[config.mk]
export PLATFORM = sky130hd
export DESIGN_NAME = axi_dw_rd_lane_ctrl
export DESIGN_NICKNAME = d
export VERILOG_FILES = /design/src/rtl/axi_pkg.sv /design/src/rtl/axi_dw_ctrl_pkg.sv /design/src/rtl/axi_dw_rd_age_matrix.sv /design/src/rtl/axi_dw_rd_lane_ctrl.sv
export SDC_FILE = /design/constraint.sdc
export NUM_CORES = 1
export LEC_CHECK = 0
export ABC_AREA = 1
export BUFFER_PORTS_ARGS = -buffer_cell sky130_fd_sc_hd__buf_2
export CORE_UTILIZATION = 25
export DETAILED_ROUTE_END_ITERATION = 10
export PLACE_DENSITY_LB_ADDON = 0.2
export SLEW_MARGIN = 20
export SYNTH_ARGS = -nofsm -noshare
export SYNTH_HDL_FRONTEND = slang
export SYNTH_SLANG_ARGS = --single-unit
[constraint.sdc]
create_clock -name clk_i -period 5.55 [get_ports clk_i]
set_input_delay 1.11 -clock clk_i [delete_from_list [all_inputs] [get_ports clk_i]]
set_output_delay 1.11 -clock clk_i [all_outputs]
set_load 0.03 [all_outputs]
[src/rtl/axi_pkg.sv]
// Minimal AXI encodings shared by the data-width converter blocks.
package axi_pkg;

    localparam logic [1:0] BURST_FIXED = 2'b00;
    localparam logic [1:0] BURST_INCR  = 2'b01;
    localparam logic [1:0] BURST_WRAP  = 2'b10;

endpackage

[src/rtl/axi_dw_ctrl_pkg.sv]
// Shared types and helpers for the upsizing read lane controller.
package axi_dw_ctrl_pkg;
    import axi_pkg::*;

    // Offsets are carried at 8 bits, enough for any wide port up to 2048 bits.
    typedef struct packed {
        logic       valid;
        logic       err;
        logic [2:0] size;
        logic [1:0] burst;
        logic [7:0] remaining;
        logic [7:0] offset;
    } rd_slot_t;

    function automatic logic [7:0] next_offset(input logic [7:0] offset,
                                               input logic [2:0] size,
                                               input logic [1:0] burst);
        if (burst == BURST_FIXED) begin
            return offset;
        end
        return offset + (8'd1 << size);
    endfunction

    function automatic int unsigned calc_off_w(input int unsigned data_width);
        return $clog2(data_width / 8);
    endfunction

    function automatic int unsigned calc_lane_w(input int unsigned mst_width,
                                                input int unsigned slv_width);
        int d;
        d = int'(calc_off_w(mst_width)) - int'(calc_off_w(slv_width));
        return (d < 1) ? 1 : d;
    endfunction

endpackage

[src/rtl/axi_dw_rd_age_matrix.sv]
// Age matrix for read slots: row i holds the slots older than slot i.
module axi_dw_rd_age_matrix #(
    parameter int unsigned NumSlots = 4,
    parameter int unsigned IdxW     = (NumSlots > 1) ? $clog2(NumSlots) : 1
) (
    input  logic                clk_i,
    input  logic                rst_ni,
    input  logic                alloc_i,
    input  logic [IdxW-1:0]     alloc_idx_i,
    input  logic [NumSlots-1:0] valid_i,
    input  logic                release_i,
    input  logic [IdxW-1:0]     release_idx_i,
    input  logic [NumSlots-1:0] mask_i,
    output logic                found_o,
    output logic [IdxW-1:0]     oldest_idx_o
);

    logic [NumSlots-1:0][NumSlots-1:0] age_q, age_d;
    logic [NumSlots-1:0]               is_oldest;

    always_comb begin
        age_d = age_q;
        if (release_i) begin
            age_d[release_idx_i] = '0;
        end
        if (alloc_i) begin
            // A new slot is younger than everything, so stale column bits go.
            for (int r = 0; r < NumSlots; r++) begin
                age_d[r][alloc_idx_i] = 1'b0;
            end
            age_d[alloc_idx_i] = valid_i;
        end
    end

    always_ff @(posedge clk_i or negedge rst_ni) begin
        if (!rst_ni) begin
            age_q <= '0;
        end else begin
            age_q <= age_d;
        end
    end

    for (genvar gi = 0; gi < NumSlots; gi++) begin : g_oldest
        assign is_oldest[gi] = mask_i[gi] && ((age_q[gi] & mask_i) == '0);
    end

    always_comb begin
        oldest_idx_o = '0;
        for (int i = NumSlots - 1; i >= 0; i--) begin
            if (is_oldest[i]) begin
                oldest_idx_o = IdxW'(i);
            end
        end
    end

    assign found_o = |is_oldest;

endmodule

[src/rtl/axi_dw_rd_lane_ctrl.sv]
// Read-side lane sequencer for the upsizing width converter.
// Optional high-water mark output enabled by AXI_DW_RD_LANE_CTRL_HWM_EN.
module axi_dw_rd_lane_ctrl
    import axi_pkg::*;
    import axi_dw_ctrl_pkg::*;
#(
    parameter int unsigned MaxReads         = 4,
    parameter int unsigned SlvPortDataWidth = 32,
    parameter int unsigned MstPortDataWidth = 64,
    parameter int unsigned AddrWidth        = 32,
    parameter int unsigned IdWidth          = 4
) (
    input  logic                                  clk_i,
    input  logic                                  rst_ni,
    input  logic                                  ar_valid_i,
    output logic                                  ar_ready_o,
    input  logic [IdWidth-1:0]                    ar_id_i,
    input  logic [AddrWidth-1:0]                  ar_addr_i,
    input  logic [7:0]                            ar_len_i,
    input  logic [2:0]                            ar_size_i,
    input  logic [1:0]                            ar_burst_i,
    input  logic                                  beat_valid_i,
    input  logic [IdWidth-1:0]                    beat_id_i,
    input  logic                                  beat_ready_i,
    output logic                                  hit_o,
    output logic [calc_lane_w(MstPortDataWidth, SlvPortDataWidth)-1:0] lane_o,
    output logic                                  pop_o,
    output logic                                  last_o,
    output logic                                  err_o,
    output logic [$clog2(MaxReads):0]             busy_o
`ifdef AXI_DW_RD_LANE_CTRL_HWM_EN
    ,
    output logic [$clog2(MaxReads):0]             hwm_o
`endif
);

    localparam int unsigned SlvOffW = calc_off_w(SlvPortDataWidth);
    localparam int unsigned MstOffW = calc_off_w(MstPortDataWidth);
    localparam int unsigned IdxW    = (MaxReads > 1) ? $clog2(MaxReads) : 1;
    localparam int unsigned CntW    = $clog2(MaxReads) + 1;
    localparam logic [7:0]  OffMask = 8'((1 << MstOffW) - 1);

    rd_slot_t             slot_q [MaxReads];
    rd_slot_t             slot_d [MaxReads];
    logic [IdWidth-1:0]   id_q   [MaxReads];
    logic [IdWidth-1:0]   id_d   [MaxReads];

    logic [MaxReads-1:0]  valid_vec;
    logic [MaxReads-1:0]  match_vec;
    logic [IdxW-1:0]      alloc_idx;
    logic [IdxW-1:0]      hit_idx;
    logic                 found;
    logic                 alloc;
    logic                 fire;
    logic                 release_slot;
    rd_slot_t             sel;
    logic                 sel_last;
    logic [7:0]           nxt_off;
    logic                 pop_raw;
    logic [CntW-1:0]      busy_cnt;
    logic [CntW-1:0]      busy_next;
    logic                 unused_addr;

    assign unused_addr = ^ar_addr_i[AddrWidth-1:MstOffW];

    for (genvar gi = 0; gi < MaxReads; gi++) begin : g_slot_vec
        assign valid_vec[gi] = slot_q[gi].valid;
        assign match_vec[gi] = slot_q[gi].valid && (id_q[gi] == beat_id_i);
    end

    assign ar_ready_o = ~&valid_vec;
    assign alloc      = ar_valid_i && ar_ready_o;

    always_comb begin
        alloc_idx = '0;
        for (int i = MaxReads - 1; i >= 0; i--) begin
            if (!valid_vec[i]) begin
                alloc_idx = IdxW'(i);
            end
        end
    end

    axi_dw_rd_age_matrix #(
        .NumSlots (MaxReads),
        .IdxW     (IdxW)
    ) u_age (
        .clk_i         (clk_i),
        .rst_ni        (rst_ni),
        .alloc_i       (alloc),
        .alloc_idx_i   (alloc_idx),
        .valid_i       (valid_vec),
        .release_i     (release_slot),
        .release_idx_i (hit_idx),
        .mask_i        (match_vec),
        .found_o       (found),
        .oldest_idx_o  (hit_idx)
    );

    assign sel      = slot_q[hit_idx];
    assign sel_last = (sel.remaining == 8'd0);
    assign nxt_off  = next_offset(sel.offset, sel.size, sel.burst) & OffMask;

    // Error and FIXED bursts drain one wide beat per narrow beat.
    always_comb begin
        if (sel.err || (sel.burst == BURST_FIXED)) begin
            pop_raw = 1'b1;
        end else begin
            pop_raw = (nxt_off == 8'd0) || sel_last;
        end
    end

    assign hit_o        = beat_valid_i && found;
    assign lane_o       = (hit_o && !sel.err) ? sel.offset[MstOffW-1:SlvOffW] : '0;
    assign pop_o        = hit_o && pop_raw;
    assign last_o       = hit_o && sel_last;
    assign err_o        = hit_o && sel.err;
    assign fire         = hit_o && beat_ready_i;
    assign release_slot = fire && sel_last;

    always_comb begin
        for (int i = 0; i < MaxReads; i++) begin
            slot_d[i] = slot_q[i];
            id_d[i]   = id_q[i];
        end
        if (fire) begin
            if (sel_last) begin
                slot_d[hit_idx].valid = 1'b0;
            end else begin
                slot_d[hit_idx].remaining = sel.remaining - 8'd1;
                slot_d[hit_idx].offset    = nxt_off;
            end
        end
        if (alloc) begin
            slot_d[alloc_idx] = '{
                valid:     1'b1,
                err:       (ar_burst_i == BURST_WRAP) || (ar_size_i > 3'(SlvOffW)),
                size:      ar_size_i,
                burst:     ar_burst_i,
                remaining: ar_len_i,
                offset:    8'(ar_addr_i[MstOffW-1:0])
            };
            id_d[alloc_idx] = ar_id_i;
        end
    end

    always_ff @(posedge clk_i or negedge rst_ni) begin
        if (!rst_ni) begin
            for (int i = 0; i < MaxReads; i++) begin
                slot_q[i] <= '0;
                id_q[i]   <= '0;
            end
        end else begin
            for (int i = 0; i < MaxReads; i++) begin
                slot_q[i] <= slot_d[i];
                id_q[i]   <= id_d[i];
            end
        end
    end

    always_comb begin
        busy_cnt  = '0;
        busy_next = '0;
        for (int i = 0; i < MaxReads; i++) begin
            busy_cnt  = busy_cnt + CntW'(slot_q[i].valid);
            busy_next = busy_next + CntW'(slot_d[i].valid);
        end
    end

    assign busy_o = busy_cnt;

`ifdef AXI_DW_RD_LANE_CTRL_HWM_EN
    logic [CntW-1:0] hwm_q, hwm_d;

    assign hwm_d = (busy_next > hwm_q) ? busy_next : hwm_q;

    always_ff @(posedge clk_i or negedge rst_ni) begin
        if (!rst_ni) begin
            hwm_q <= '0;
        end else begin
            hwm_q <= hwm_d;
        end
    end

    assign hwm_o = hwm_q;
`else
    logic unused_busy_next;
    assign unused_busy_next = ^busy_next;
`endif

    // A narrow beat may only be accepted against a tracked transaction.
    beat_ready_needs_hit: assert property (
        @(posedge clk_i) disable iff (!rst_ni) beat_ready_i |-> hit_o
    );

endmodule

## Yosys cells after proc, flatten, opt, wreduce, memory -nomap -nowiden

Cells that the tools add are included.

- Register bits: 124

- Add/sub/neg operators: 5
- Magnitude comparators: 9
- Equality and inequality tests: 5
- Shift-type cells: 1
- Multiplexer cells: 43
- Bitwise operators: 13
- Reductions and logical operators: 34

Operator list:

| cell | count |
|---|---|
| $bwmux W92 | 4 |
| $mux W92 | 3 |
| $demux W23 S2 | 4 |
| $mux W16 | 3 |
| $bmux W23 S2 | 1 |
| $mux W23 | 2 |
| $mux W22 | 2 |
| $and A4 B4 Y4 | 8 |
| $bwmux W16 | 2 |
| $demux W4 S2 | 3 |
| $logic_and A1 B1 Y1 | 20 |
| $and A16 B16 Y16 | 1 |
| $eq A4 B4 Y1 | 4 |
| $logic_not A4 Y1 | 4 |
| $logic_not A8 Y1 | 2 |
| $mux W2 | 8 |
| $not A16 Y16 | 1 |
| $mux W4 | 3 |
| $mux W8 | 1 |
| $sub A8 B1 Y8 const B | 1 |
| $ge A3 B3 Y1 const B | 2 |
| $lt A2 B3 Y1 const B | 2 |
| $lt A3 B1 Y1 const B | 2 |
| $mux W3 | 2 |
| other kinds (17) | 25 |

## Longest topological paths before layout

- Depth in word-level cells: 21
- Depth in mapped cells: 28

## By module

Synthesis repeated with hierarchy kept, for this count alone.

- Cells, all modules: 819
- Area, all modules: 6,069.6 um^2

By module, submodules not included:

| module | instances | cells each | area each (um^2) | seq. area each (um^2) |
|---|---|---|---|---|
| axi_dw_rd_lane_ctrl | 1 | 711 | 5,258.8 | 2,202.1 |
| axi_dw_rd_age_matrix | 1 | 108 | 810.8 | 400.4 |

## Worst setup path after synthesis

Ideal clock, no wire load.

- Path type: input-to-output
- From: in beat_id_i[3]
- To: out pop_o
- Arrival: 4.051 ns
- Data required time: 4.440 ns
- Slack: 0.389 ns
- Stages on the path: 24
- Buffers on the path: 1
- Cells stage by stage: inv_1 nor2_1 nor2_4 nand3_2 nor2_1 o21ai_1 nor2_4 nand2_2 nand2_4 buf_6 nand2_1 nand3_1 nand3_1 nor3_1 ha_1 inv_1 fa_1 inv_1 nand3_1 nand3_1 nand2_2 nand2_1 nand2_1 a21oi_1

- Cells in the longest elaborated chain, start to end: 20
- Elaborated cells between the ends (all ways): 42

Ends and longest elaborated chain:

| element | line | text |
|---|---|---|
| from (decl) | axi_dw_rd_lane_ctrl.sv:23 | `input logic [IdWidth-1:0] beat_id_i,` |
| $eq A4 B4 Y1 | axi_dw_rd_lane_ctrl.sv:68 | `assign match_vec[gi] = slot_q[gi].valid && (id_q[gi] == beat_id_i);` |
| $logic_and A1 B1 Y1 | axi_dw_rd_lane_ctrl.sv:68 |  |
| $and A4 B4 Y4 | axi_dw_rd_age_matrix.sv:44 | `assign is_oldest[gi] = mask_i[gi] && ((age_q[gi] & mask_i) == '0);` |
| $logic_not A4 Y1 | axi_dw_rd_age_matrix.sv:44 |  |
| $logic_and A1 B1 Y1 | axi_dw_rd_age_matrix.sv:44 |  |
| $mux W2 (4 in a row) | axi_dw_rd_age_matrix.sv:50 | `if (is_oldest[i]) begin` |
| $not A2 Y3 (implied by the code) | axi_dw_rd_lane_ctrl.sv:99 | `assign sel = slot_q[hit_idx];` |
| $bmux W23 S2 | axi_dw_rd_lane_ctrl.sv:99 |  |
| $mux W22 (implied by the code) (2 in a row) | axi_dw_rd_lane_ctrl.sv:99 |  |
| $shl A1 B3 Y3 or $logic_not A2 Y1 (tied branches) | axi_dw_ctrl_pkg.sv:21, axi_dw_ctrl_pkg.sv:18, axi_dw_rd_lane_ctrl.sv:105 |  |
| $add A3 B3 Y3 or $mux W1 (tied branches) | axi_dw_ctrl_pkg.sv:21, axi_dw_ctrl_pkg.sv:18 |  |
| $mux W3 | axi_dw_ctrl_pkg.sv:21 | `return offset + (8'd1 << size);` |
| $logic_not A8 Y1 | axi_dw_rd_lane_ctrl.sv:108 | `pop_raw = (nxt_off == 8'd0) \|\| sel_last;` |
| $logic_or A1 B1 Y1 | axi_dw_rd_lane_ctrl.sv:108 |  |
| $mux W1 | axi_dw_rd_lane_ctrl.sv:105 | `if (sel.err \|\| (sel.burst == BURST_FIXED)) begin` |
| $logic_and A1 B1 Y1 (*) | axi_dw_rd_lane_ctrl.sv:114 | `assign pop_o = hit_o && pop_raw;` |
| to (decl) | axi_dw_rd_lane_ctrl.sv:27 | `output logic pop_o,` |

Mark *: on every way between the ends. The rest lies on a longest branch, timed or not. The select of a mux whose other input is x is not followed.

## Final worst setup path

- From: in beat_id_i[1]
- To: out pop_o

The elaborated chain is that of the path after synthesis.

==> out/results.ini <==
[place]
dp_hpwl_um=13790
gp_congestion=0.7867
pre_cts_ws_ns=0.02671
port_buffers=37

[timing]
fin_worst_skew_ns=0.01080
finalWorstSetupSlack_ns=0.2238
max_freq_ghz=0.1878
finalSetupViolCount=0
slew_headroom=0.2654
timing.final.hold_violations=0
post-route-period-util=0.9597
period_minus_slack_ns=5.326
worst_slew_pin_slew_ns=1.101
drv_slew=0

[setup_path]
worstSetupPathType=input port to output pin
required_ns=4.44
rr_startpoint=slot_q[45]
worstPathArrival_ns=4.22
r2r_cells=24
cp_top_family=simple AND/OR/NAND/NOR gates
critPathBufInv=8
cp_slowest_stage_delay_ns=0.20
critical_path.max_fanout=8
path_cells=buf_2 -> inv_2 -> nand2_1 -> nand2_1 -> nor2_4 -> nand3_1 -> o21ai_2 -> buf_4 -> nor2_4 -> nor2_4 -> o21ai_4 -> buf_4 -> buf_4 -> nand3_1 -> nand2_1 -> inv_1 -> ha_1 -> nand3_1 -> nor2_4 -> nand3_4 -> inv_1 -> nor3_1 -> a21oi_1 -> buf_4
crit_path_end_kind=output pin
r2r_end=slot_q[69]
critPathSlowestCell=ha_1
r2r_slack_ns=1.87
startpoint_type=input port

[clocking]
cts.sinks=104
htree_levels=3
cts-root-buf=clkbuf_16
clk_path_buf_depth=2
insertion_delay_ns=0.36
path_clk_slew_ns=0.08
cts_tree=yes
numCtsBuffers=9

[detailed_routing]
ant_nets=0
wire_per_inst_um=15.94
num_vias=5746
drc_errors=0
drtIter0Drc=346
routed_wl_um=20450
viasPerCell=4.479
firstDrtPassIters=7

[status]
status=finished, final reports clean

[synthesis]
synth-edff-count=0
yosysTopAreaCellShare=0.4096
yosys-top-cells-area=dfrtp_1 41%, nand2_1 18%, inv_1 8.3%
yosysSeqAreaShare=0.4096
ys_async_sr_fraction=1.000
yosysUniqueCellTypes=37
synth_cells=899
yosys.area.top_type=dfrtp_1
ys.flop_type=dfrtp_1
yosysWarnings=0
synth-seq-cells=104
synth_nets=965
synth_area_per_cell_um2=7.067
syn_area_um2=6354

[pwr]
ir_worst_vdd_mv=0.1941
power_mw=3.721
p_leak_nw=3.909
powerDensity_nw_per_um2=504.3

[finish]
final_core_util=0.2999
syn_to_final_growth_pct=16.15
nets=1020
fillerInstances=2756
antenna_cells=0
drive_above_1_share=0.1689

[global_routing]
antenna_found_initial=0
grt_pass1_wl_um=31890
grt_util_all_layers=0.1626
overflow=0
grt_max_degree=55
grt_pass1_vias=5509

[die]
placement_rows=57
die_area_um2=26060
die_w_um=161.4
start_util=0.2582
die_h_um=161.4
fp.coreArea_um2=24600
ios=67

[worst_hold_path]
hold_class=register to register
worstHoldPathCells=2
holdCritStartpoint=slot_q[44]
min_to=slot_q[44]

[run]
max-cap-violations=0

[worst max path at each step]
stage / to / from / cells past startpoint
floorplan: pop_o / beat_id_i[3] / 24
global placement: pop_o / beat_id_i[3] / 23
detailed placement: pop_o / beat_id_i[3] / 23
CTS: pop_o / beat_id_i[3] / 23
global route: pop_o / beat_id_i[2] / 26
finish: pop_o / beat_id_i[1] / 24
[area by class of cell]
class,instances,area [um2],area share
multi-input cells,613,3029,0.4105
flip-flops and latches,104,2603,0.3527
inverters,152,570.5,0.07731
repair buffers,74,480.5,0.06511
well taps,324,405.4,0.05493
clock buffers,11,252.7,0.03425
clock inverters,5,38.79,0.005256
[cell families (layout without fill, tap and decap cells)]
group                      count (synthesis)  in the layout  synth area share
buffers and inverters                    182            242            0.1223
AOI/OAI and AO/OA                        102            102           0.08822
and+or+nand+nor                          499            499            0.3551
adders and majority gates                  8              8           0.01812
DFF                                      104            104            0.4096
xor gates and xnor gates                   4              4          0.006697
[routing by layer]
metal | global-route usage | up-vias | share of wire
met4 | 0.06690 | 0 | 0.021
met1 | 0.2275 | 2714 | 0.50
met3 | 0.01798 | 24 | 0.036
met5 | 0 | - | 0
li1 | - | 2895 | -
met2 | 0.2541 | 113 | 0.45
[synthesized netlist by cell type, drive strengths merged, types with 5 or more instances]
master	n
a31oi	5
nand4	14
a21oi	21
nand3	92
nor3	5
nor2	62
dfrtp	104
nand2	326
clkbuf	14
buf	16
o21ai	65
ha	6
inv	152
[layout by cell type (no fill, tap or decap), types with 9 or more instances in the layout]
cell type / synthesis / layout
nand2_1: 309 / 308
inv_1: 140 / 139
dfrtp_1: 104 / 104
nand3_1: 80 / 80
o21ai_0: 52 / 51
nor2_1: 45 / 42
buf_4: 2 / 38
buf_2: 3 / 35
a21oi_1: 21 / 21
nand2_2: 15 / 15
nand4_1: 13 / 13
inv_2: 12 / 13
nor2_4: 9 / 12
o21ai_1: 10 / 10
nand3_2: 10 / 10
clkbuf_16: 0 / 9
[sequential cells by signal (all words and copies together), names as in the netlist]
name / count
slot_q: 72
id_q: 16
u_age.age_q: 16
[worst register-to-register path, cell delays in order, from the launching register on]
cell and delay, ns:
dfrtp_1 0.55, o21ai_1 0.18, nor2_4 0.16, nand4_1 0.10, nand2_1 0.09, inv_1 0.06, nand2_4 0.12, inv_2 0.06
nor2_4 0.17, o21ai_4 0.13, buf_4 0.16, buf_4 0.17, nand3_1 0.09, nand2_1 0.05, inv_1 0.11, ha_1 0.20
nand3_1 0.15, nor2_4 0.18, nand3_4 0.15, nand3_2 0.22, inv_2 0.19, nand2_1 0.10, nand3_1 0.06, nand2_1 0.10
inv_1 0.04
[per-stage QoR]
| stage | area (um2) | setup TNS [ns] | instances | hold slack (ns) |
|---|---|---|---|---|
| after floorplan | 6354 | 0 | 899 | 0.4368 |
| final | 7380 | 0 | 1283 | 0.4795 |
| after CTS | 7252 | 0 | 1275 | 0.4793 |
| after global routing | 7380 | -0.006575 | 1283 | 0.5062 |
| after global placement | 6960 | 0 | 1259 | 0.4579 |
| after detailed placement | 6960 | 0 | 1259 | 0.4621 |
[timing repair]
item | CTS | global route
gates resized for setup | 0 | 15
buffers inserted | 0 | 8
hold buffers | 0 | 0
setup endpoints to repair | 0 | 1
[power by group]
part | switching, mW | leakage (nW) | internal [mW]
clock | 0.319 | 0.143 | 0.333
sequential | 0.182 | 1.25 | 1.06
combinational | 1.19 | 2.51 | 0.645
Power figures use the tool's default switching activity.
